## src/rtl/tristate_bus_arbiter.sv

```systemverilog
// Round-robin arbiter for a shared tri-state bus: registered one-hot driver
// enables, bounded ownership, and an all-off turnaround gap between owners.
module tristate_bus_arbiter #(
  parameter int unsigned NUM_REQ   = 4,
  parameter int unsigned MAX_HOLD  = 8,
  parameter int unsigned TA_CYCLES = 1
) (
  input  logic                       clk,
  input  logic                       rst_n,
  input  logic [NUM_REQ-1:0]         req,
  output logic [NUM_REQ-1:0]         gnt,
  output logic [$clog2(NUM_REQ)-1:0] gnt_id,
  output logic                       gnt_vld,
  output logic                       timeout
);

  localparam int unsigned IDW = $clog2(NUM_REQ);
  localparam int unsigned HW  = $clog2(MAX_HOLD + 1);
  localparam int unsigned TW  = $clog2(TA_CYCLES + 1);
  localparam logic [HW-1:0]  HOLD_MAX = HW'(MAX_HOLD);
  localparam logic [TW-1:0]  TA_MAX   = TW'(TA_CYCLES);
  localparam logic [IDW-1:0] LAST_ID  = IDW'(NUM_REQ - 1);

  typedef enum logic [1:0] {IDLE, GRANT, TURN} state_e;

  state_e               state_q, state_d;
  logic [IDW-1:0]       ptr_q, ptr_d;
  logic [IDW-1:0]       owner_q, owner_d;
  logic [HW-1:0]        hold_q, hold_d;
  logic [TW-1:0]        ta_q, ta_d;
  logic [NUM_REQ-1:0]   gnt_q, gnt_d;
  logic [IDW-1:0]       gnt_id_q, gnt_id_d;
  logic                 gnt_vld_q, gnt_vld_d;
  logic                 timeout_q, timeout_d;

  logic                 win_vld;
  logic [IDW-1:0]       win_id;
  logic [IDW-1:0]       cand;
  logic [NUM_REQ-1:0]   owner_oh;
  logic                 others;
  logic                 release_now;

  // First requester at or after ptr, wrapping modulo NUM_REQ.
  always_comb begin
    win_vld = 1'b0;
    win_id  = '0;
    cand    = '0;
    for (int unsigned i = 0; i < NUM_REQ; i++) begin
      cand = IDW'((32'(ptr_q) + i) % NUM_REQ);
      if (!win_vld && req[cand]) begin
        win_vld = 1'b1;
        win_id  = cand;
      end
    end
  end

  assign owner_oh = NUM_REQ'(1) << owner_q;
  assign others   = |(req & ~owner_oh);

  always_comb begin
    state_d     = state_q;
    ptr_d       = ptr_q;
    owner_d     = owner_q;
    hold_d      = hold_q;
    ta_d        = ta_q;
    timeout_d   = 1'b0;
    release_now = 1'b0;

    case (state_q)
      IDLE: begin
        if (win_vld) begin
          state_d = GRANT;
          owner_d = win_id;
          hold_d  = HW'(1);
        end
      end
      GRANT: begin
        if (!req[owner_q]) begin
          release_now = 1'b1;
        end else if (hold_q == HOLD_MAX) begin
          if (others) begin
            release_now = 1'b1;
            timeout_d   = 1'b1;
          end
        end else begin
          hold_d = hold_q + 1'b1;
        end
        if (release_now) begin
          state_d = TURN;
          ptr_d   = (owner_q == LAST_ID) ? '0 : owner_q + 1'b1;
          ta_d    = TW'(1);
          hold_d  = '0;
        end
      end
      TURN: begin
        if (ta_q < TA_MAX) begin
          ta_d = ta_q + 1'b1;
        end else begin
          ta_d = '0;
          if (win_vld) begin
            state_d = GRANT;
            owner_d = win_id;
            hold_d  = HW'(1);
          end else begin
            state_d = IDLE;
          end
        end
      end
      default: state_d = IDLE;
    endcase

    // Outputs are derived from the next state so they register alongside it.
    gnt_vld_d = (state_d == GRANT);
    gnt_d     = gnt_vld_d ? (NUM_REQ'(1) << owner_d) : '0;
    gnt_id_d  = gnt_vld_d ? owner_d : '0;
  end

  always_ff @(posedge clk) begin
    if (!rst_n) begin
      state_q   <= IDLE;
      ptr_q     <= '0;
      owner_q   <= '0;
      hold_q    <= '0;
      ta_q      <= '0;
      gnt_q     <= '0;
      gnt_id_q  <= '0;
      gnt_vld_q <= 1'b0;
      timeout_q <= 1'b0;
    end else begin
      state_q   <= state_d;
      ptr_q     <= ptr_d;
      owner_q   <= owner_d;
      hold_q    <= hold_d;
      ta_q      <= ta_d;
      gnt_q     <= gnt_d;
      gnt_id_q  <= gnt_id_d;
      gnt_vld_q <= gnt_vld_d;
      timeout_q <= timeout_d;
    end
  end

  assign gnt     = gnt_q;
  assign gnt_id  = gnt_id_q;
  assign gnt_vld = gnt_vld_q;
  assign timeout = timeout_q;

endmodule

```

## config.mk

```make
export PLATFORM = sky130hd
export DESIGN_NAME = tristate_bus_arbiter
export DESIGN_NICKNAME = d
export VERILOG_FILES = /design/src/rtl/tristate_bus_arbiter.sv
export SDC_FILE = /design/constraint.sdc
export NUM_CORES = 1
export LEC_CHECK = 0
export BUFFER_PORTS_ARGS = -buffer_cell sky130_fd_sc_hd__buf_2
export CAP_MARGIN = 20
export CORE_AREA = 2 2 48 50
export DETAILED_ROUTE_END_ITERATION = 10
export DIE_AREA = 0 0 50 52
export GPL_TIMING_DRIVEN = 1
export PLACE_DENSITY = 0.71
export SLEW_MARGIN = 20
export SYNTH_ARGS = -nofsm -noshare
export SYNTH_HDL_FRONTEND = slang
export SYNTH_SLANG_ARGS = --single-unit
```

## constraint.sdc

```tcl
create_clock -name clk -period 2.55 [get_ports clk]
set_clock_uncertainty 0.15 [all_clocks]
set_input_delay 0.6375 -clock clk [delete_from_list [all_inputs] [get_ports clk]]
set_output_delay 0.6375 -clock clk [all_outputs]
set_load 0.01 [all_outputs]
```

# == After elaboration in Yosys (flattened, before gate mapping) ==
# Index checks and enable logic that the tools add are counted.
# word_totals
ff_bits,19
word_cells,89
inputBits,6
# op_classes
n_mux,40
add_sub_neg,6
order_cmp,6
bitwise,2
reduce_logical,15
n_shift,2
n_eq_ne,9
# ops
operator,count
2-bit two-way mux,10
4-bit two-way mux,5
1-bit two-way mux,16
2-bit by 3-bit < comparator with 1-bit output (second input constant),5
4-bit case mux with 3 select lines,1
1-bit binary-select mux with 2-bit select,5
1-bit by 2-bit left shift with 4-bit output (first input constant),2
3-bit != test (second input constant),2
2-bit case mux with 3 select lines,1
2-bit AND reduction,3
2-bit by 1-bit adder with 2-bit output (second input constant),2
2-bit adder (second input constant),2
4-bit by 1-bit adder with 4-bit output (second input constant),1
4-bit bitwise AND,1
2-bit by 1-bit equality test with 1-bit output (second input constant),2
2-bit equality test (second input constant),2
4-bit equality test (second input constant),1
2-bit != test (second input constant),2
4-bit NOT,1
2-bit case mux with 2 select lines,1
4-bit AND reduction,1
4-bit OR reduction,1
1-bit logical AND,3
1-bit zero test,3
other kinds (7),7

# == Longest topological paths before layout ==
# depth
ltp_word,17
mapped_depth,6
mapped_depth_nobuf,6

# == Worst setup path before layout ==
# No wires, ideal clock.
# synth_path
path_type,in2reg
start,input req[1]
end,register gnt_q[1] (netlist: gnt[1])
arrival_time_ns,1.837
cell_stages,5
setup_slack_ns,0.493
path_cell_list,nor4_1 -> or3_1 -> buf_6 -> or4_4 -> a21oi_1
# synth_between
elab_chain_cells,17
elab_cells_between_ends,41
cone_classes,eq/ne: 1; shift: 1; mux: 30; bitwise: 1; reduce/logical: 8
# synth_lines
element,line_no,source
start: declaration,10,"input logic [NUM_REQ-1:0] req,"
1-bit binary-select mux with 2-bit select,50,if (!win_vld && req[cand]) begin
1-bit two-way mux (implied by the code),50,
1-bit two-way mux,50,
1-bit zero test,50,
1-bit logical AND,50,
1-bit two-way mux,50,
1-bit zero test,50,
1-bit logical AND,50,
1-bit two-way mux,50,
1-bit zero test,50,
1-bit logical AND,50,
1-bit two-way mux,50,
1-bit two-way mux,100,if (win_vld) begin
2-bit two-way mux,96,if (ta_q < TA_MAX) begin
2-bit case mux with 3 select lines,69,case (state_q)
2-bit by 1-bit equality test with 1-bit output,113,gnt_vld_d = (state_d == GRANT);
2-bit AND reduction (no source line),n/a,
end signal: assignment,135,gnt_q <= gnt_d;
end: declaration,31,"logic [NUM_REQ-1:0] gnt_q, gnt_d;"
# Parallel ways exist; a longest one is shown, timed or not. The select of a mux whose other input is x is not followed.
# A chain may end at the register's enable or synchronous reset.

# == Worst setup path after layout ==
# layout_path
start,register owner_q[1]
end,register ptr_q[1]
# layout_between
elab_chain_cells,9
elab_cells_between_ends,14
cone_classes,add/sub: 1; eq/ne: 1; shift: 1; mux: 7; bitwise: 2; reduce/logical: 2
# layout_lines
element,line_no,source
start: declaration,28,"logic [IDW-1:0] owner_q, owner_d;"
start signal: assignment,132,owner_q <= owner_d;
1-bit by 2-bit left shift with 4-bit output,57,assign owner_oh = NUM_REQ'(1) << owner_q;
4-bit NOT,58,assign others = |(req & ~owner_oh);
4-bit bitwise AND,58,
4-bit OR reduction,58,
1-bit two-way mux,81,if (others) begin
1-bit two-way mux,80,end else if (hold_q == HOLD_MAX) begin
1-bit two-way mux,78,if (!req[owner_q]) begin
1-bit two-way mux,69,
2-bit AND reduction (no source line),n/a,
end signal: assignment,131,ptr_q <= ptr_d;
end: declaration,27,"logic [IDW-1:0] ptr_q, ptr_d;"
# Parallel ways exist; a longest one is shown, timed or not. The select of a mux whose other input is x is not followed.

==> impl_metrics.csv <==
group,metric,value,unit
synthesis,ys_ff_latch,19,
global_route,grt_max_degree,14,
power,power_leakage,0.4706,nW
die,die_area,2600,sq um
synthesis,seq_area_frac_synth,35.68,%
layout,nets,144,
synthesis,synth.top_cells.by_area,"dfxtp_1, ha_1, mux2i_1, nor2b_1, a21oi_1",
setup_path,cp.required,2640,ps
synthesis,synthTopCellsByCount,"dfxtp_1, nand2_1, inv_1, a21oi_1, nor2b_1",
synthesis,synth_cells,115,
synthesis,yosys_most_used_dff,"dfxtp_1",
routing,vias,929,
setup_path,crit_path_max_fanout,5,
global_route,track_usage,20.75,%
layout,syn2layout_area_growth,11.27,%
timing,min_period_over_period,81.05,%
layout,drive_gt1_share,17.56,%
layout,final_cells,159,
die,rows,17,
placement,gp_congestion,0.8710,
timing,finalHoldViolations,0,
power,vdd_drop_max,0.3022,mV
placement,dpl.cell_count,155,
global_route,antenna_found_initial,0,
job,cap_viol_max_count,0,
setup_path,worstSetupEndpointType,"register",
timing,clock.fmax,0.4838,GHz
global_route,grt_overflow,0,
clock_network,post_cts_resized,0,
timing,relSlewSlack,67.19,%
clock_network,cts_tree,"done",
routing,drt_first_pass_iters,4,
routing,post_drt_wl_per_cell,14.33,um
routing,routed_wl,2278,um
die,die_y,52,um
synthesis,synthesis.nets,127,
layout,antenna_cells,0,
timing,final-setup-viol-count,0,
clock_network,cts-root-buf,"clkbuf_4",
routing,met3_length,93,um
synthesis,synth_edf_count,0,
placement,hpwl,1677,um
synthesis,synth_top_cell_by_area,"dfxtp_1",
synthesis,ys_types,44,
timing,finalSetupTns,0,ps
clock_network,cts_setup_buffers,0,
timing,tightest_slew,487.6,ps
placement,io_buffers,13,
setup_path,worst_setup_path_start_kind,"register",
global_route,grt_pass1_wl,4064,um
timing,rsz0062_at_grt,"false",
status,outcome,"completed",
layout,fillers,205,
setup_path,arrival,2160,ps
clock_network,cts_sinks,19,
clock_network,clk_latency,300,ps
clock_network,cts_buffer_depth,2,
routing,wl_met2,1095,um
clock_network,cts_max_level,1,
die,initial_core_util,50.62,%
die,die_w,50,um
layout,multi_input_area,633.1,sq um
global_route,grt_pass1_vias,934,
clock_network,clkTransAtPathRegs,110,ps
synthesis,yosysTopAreaCellShare,35.68,%
hold_path,hp-class,"reg -> reg",
routing,drtIter0Drc,38,
synthesis,synth_most_common_cell,"dfxtp_1",
power,power-per-cell-area,673.2,nW/um^2
die,core,2106,sq um
synthesis,netlist_area,1066,sq um
clock_network,hold_buffers,0,
routing,ant_nets,0,
synthesis,async_flop_share,0,%
setup_path,criticalPathCategory,"reg -> reg",
timing,maxSlewViolCount,0,
synthesis,yosysWarnings,0,
clock_network,numCtsBuffers,3,
layout,regArea,380.4,sq um
timing,worst_hold_slack,368.0,ps
routing,top_layer_used,"met4",
routing,drc_errors,0,
synthesis,avgSynthCellArea,9.270,sq um
layout,fin_util,56.33,%
die,io_pins,14,
timing,period_needed,2067,ps
routing,via_per_inst,5.843,
routing,drt-met1-wl,1036,um
cells by family (layout without fill, tap and decap cells):
| group | count (synthesis) | count (layout) | synth area share (%) |
|---|---|---|---|
| compound gates | 30 | 30 | 22.65 |
| fa+ha+maj | 6 | 6 | 7.042 |
| buf+inv | 11 | 27 | 4.930 |
| flops | 19 | 19 | 35.68 |
| mux | 6 | 6 | 5.634 |
| simple gates | 43 | 43 | 24.06 |
flip-flops by register name (all words and copies together) (netlist names):
| register | count |
|---|---|
| ptr_q | 2 |
| timeout | 1 |
| ta_q | 1 |
| gnt | 4 |
| owner_q | 2 |
| state_q | 2 |
| gnt_vld | 1 |
| gnt_id | 2 |
| hold_q | 4 |
worst paths after layout:
check / start / endpoint / slack [ps] / depth (start not counted)
hold / removal: hold_q[2]$_SDFFE_PN0P_ / hold_q[2]$_SDFFE_PN0P_ / 370 / 2
setup reg to reg: owner_q[1]$_SDFF_PN0_ / ptr_q[1]$_SDFFE_PN0P_ / 480 / 6
setup / recovery: owner_q[1]$_SDFF_PN0_ / ptr_q[1]$_SDFFE_PN0P_ / 480 / 6
hold reg to reg: hold_q[2]$_SDFFE_PN0P_ / hold_q[2]$_SDFFE_PN0P_ / 370 / 2
power breakdown:
part | internal (mW) | switching [mW] | total (mW)
logic | 0.108 | 0.149 | 0.257
clock network | 0.0585 | 0.0968 | 0.155
registers | 0.342 | 0.0448 | 0.387
through the flow:
step | cell area (sq um) | setup WS, ps | total power, mW
detailed placement | 1159 | 269.8 | 0.6461
floorplan | 1066 | 492.7 | 0.5863
finish | 1186 | 483.1 | 0.7985
global placement | 1159 | 290.1 | 0.6377
CTS | 1186 | 483.0 | 0.8025
global route | 1186 | 279.9 | 0.8560
area by class of cell:
type,count,share of cell area [%]
multi-input combinational,85,53.38
sequential,19,32.07
timing repair buffer,15,6.751
tap,28,2.954
inverter,8,2.532
clock buffer,3,1.899
clock inverter,1,0.4219
routing by layer:
layer  vias up  global-route usage [%]
li1        463                       -
met1       435                   23.84
met2        25                   35.09
met3         6                   4.023
met4         0                   13.43
met5         -                       0
worst max-delay path, stage by stage, from the launching register on:
cell     delay (ps)
dfxtp_1         480
inv_1           150
ha_1            200
nor2b_1         250
o41ai_4         140
a21oi_1         410
mux2i_1         220
cells in the final DEF, fill, tap and decap left out, types with 3 or more instances in the layout:
cell and count:
a21oi_1 7, a31oi_1 3, buf_2 13, clkbuf_4 3, dfxtp_1 19, ha_1 6, inv_1 8, mux2i_1 6
nand2_1 9, nand2b_1 3, nand3_1 3, nor2_1 3, nor2b_1 7, or3_1 3
Power figures use the tool's default switching activity.
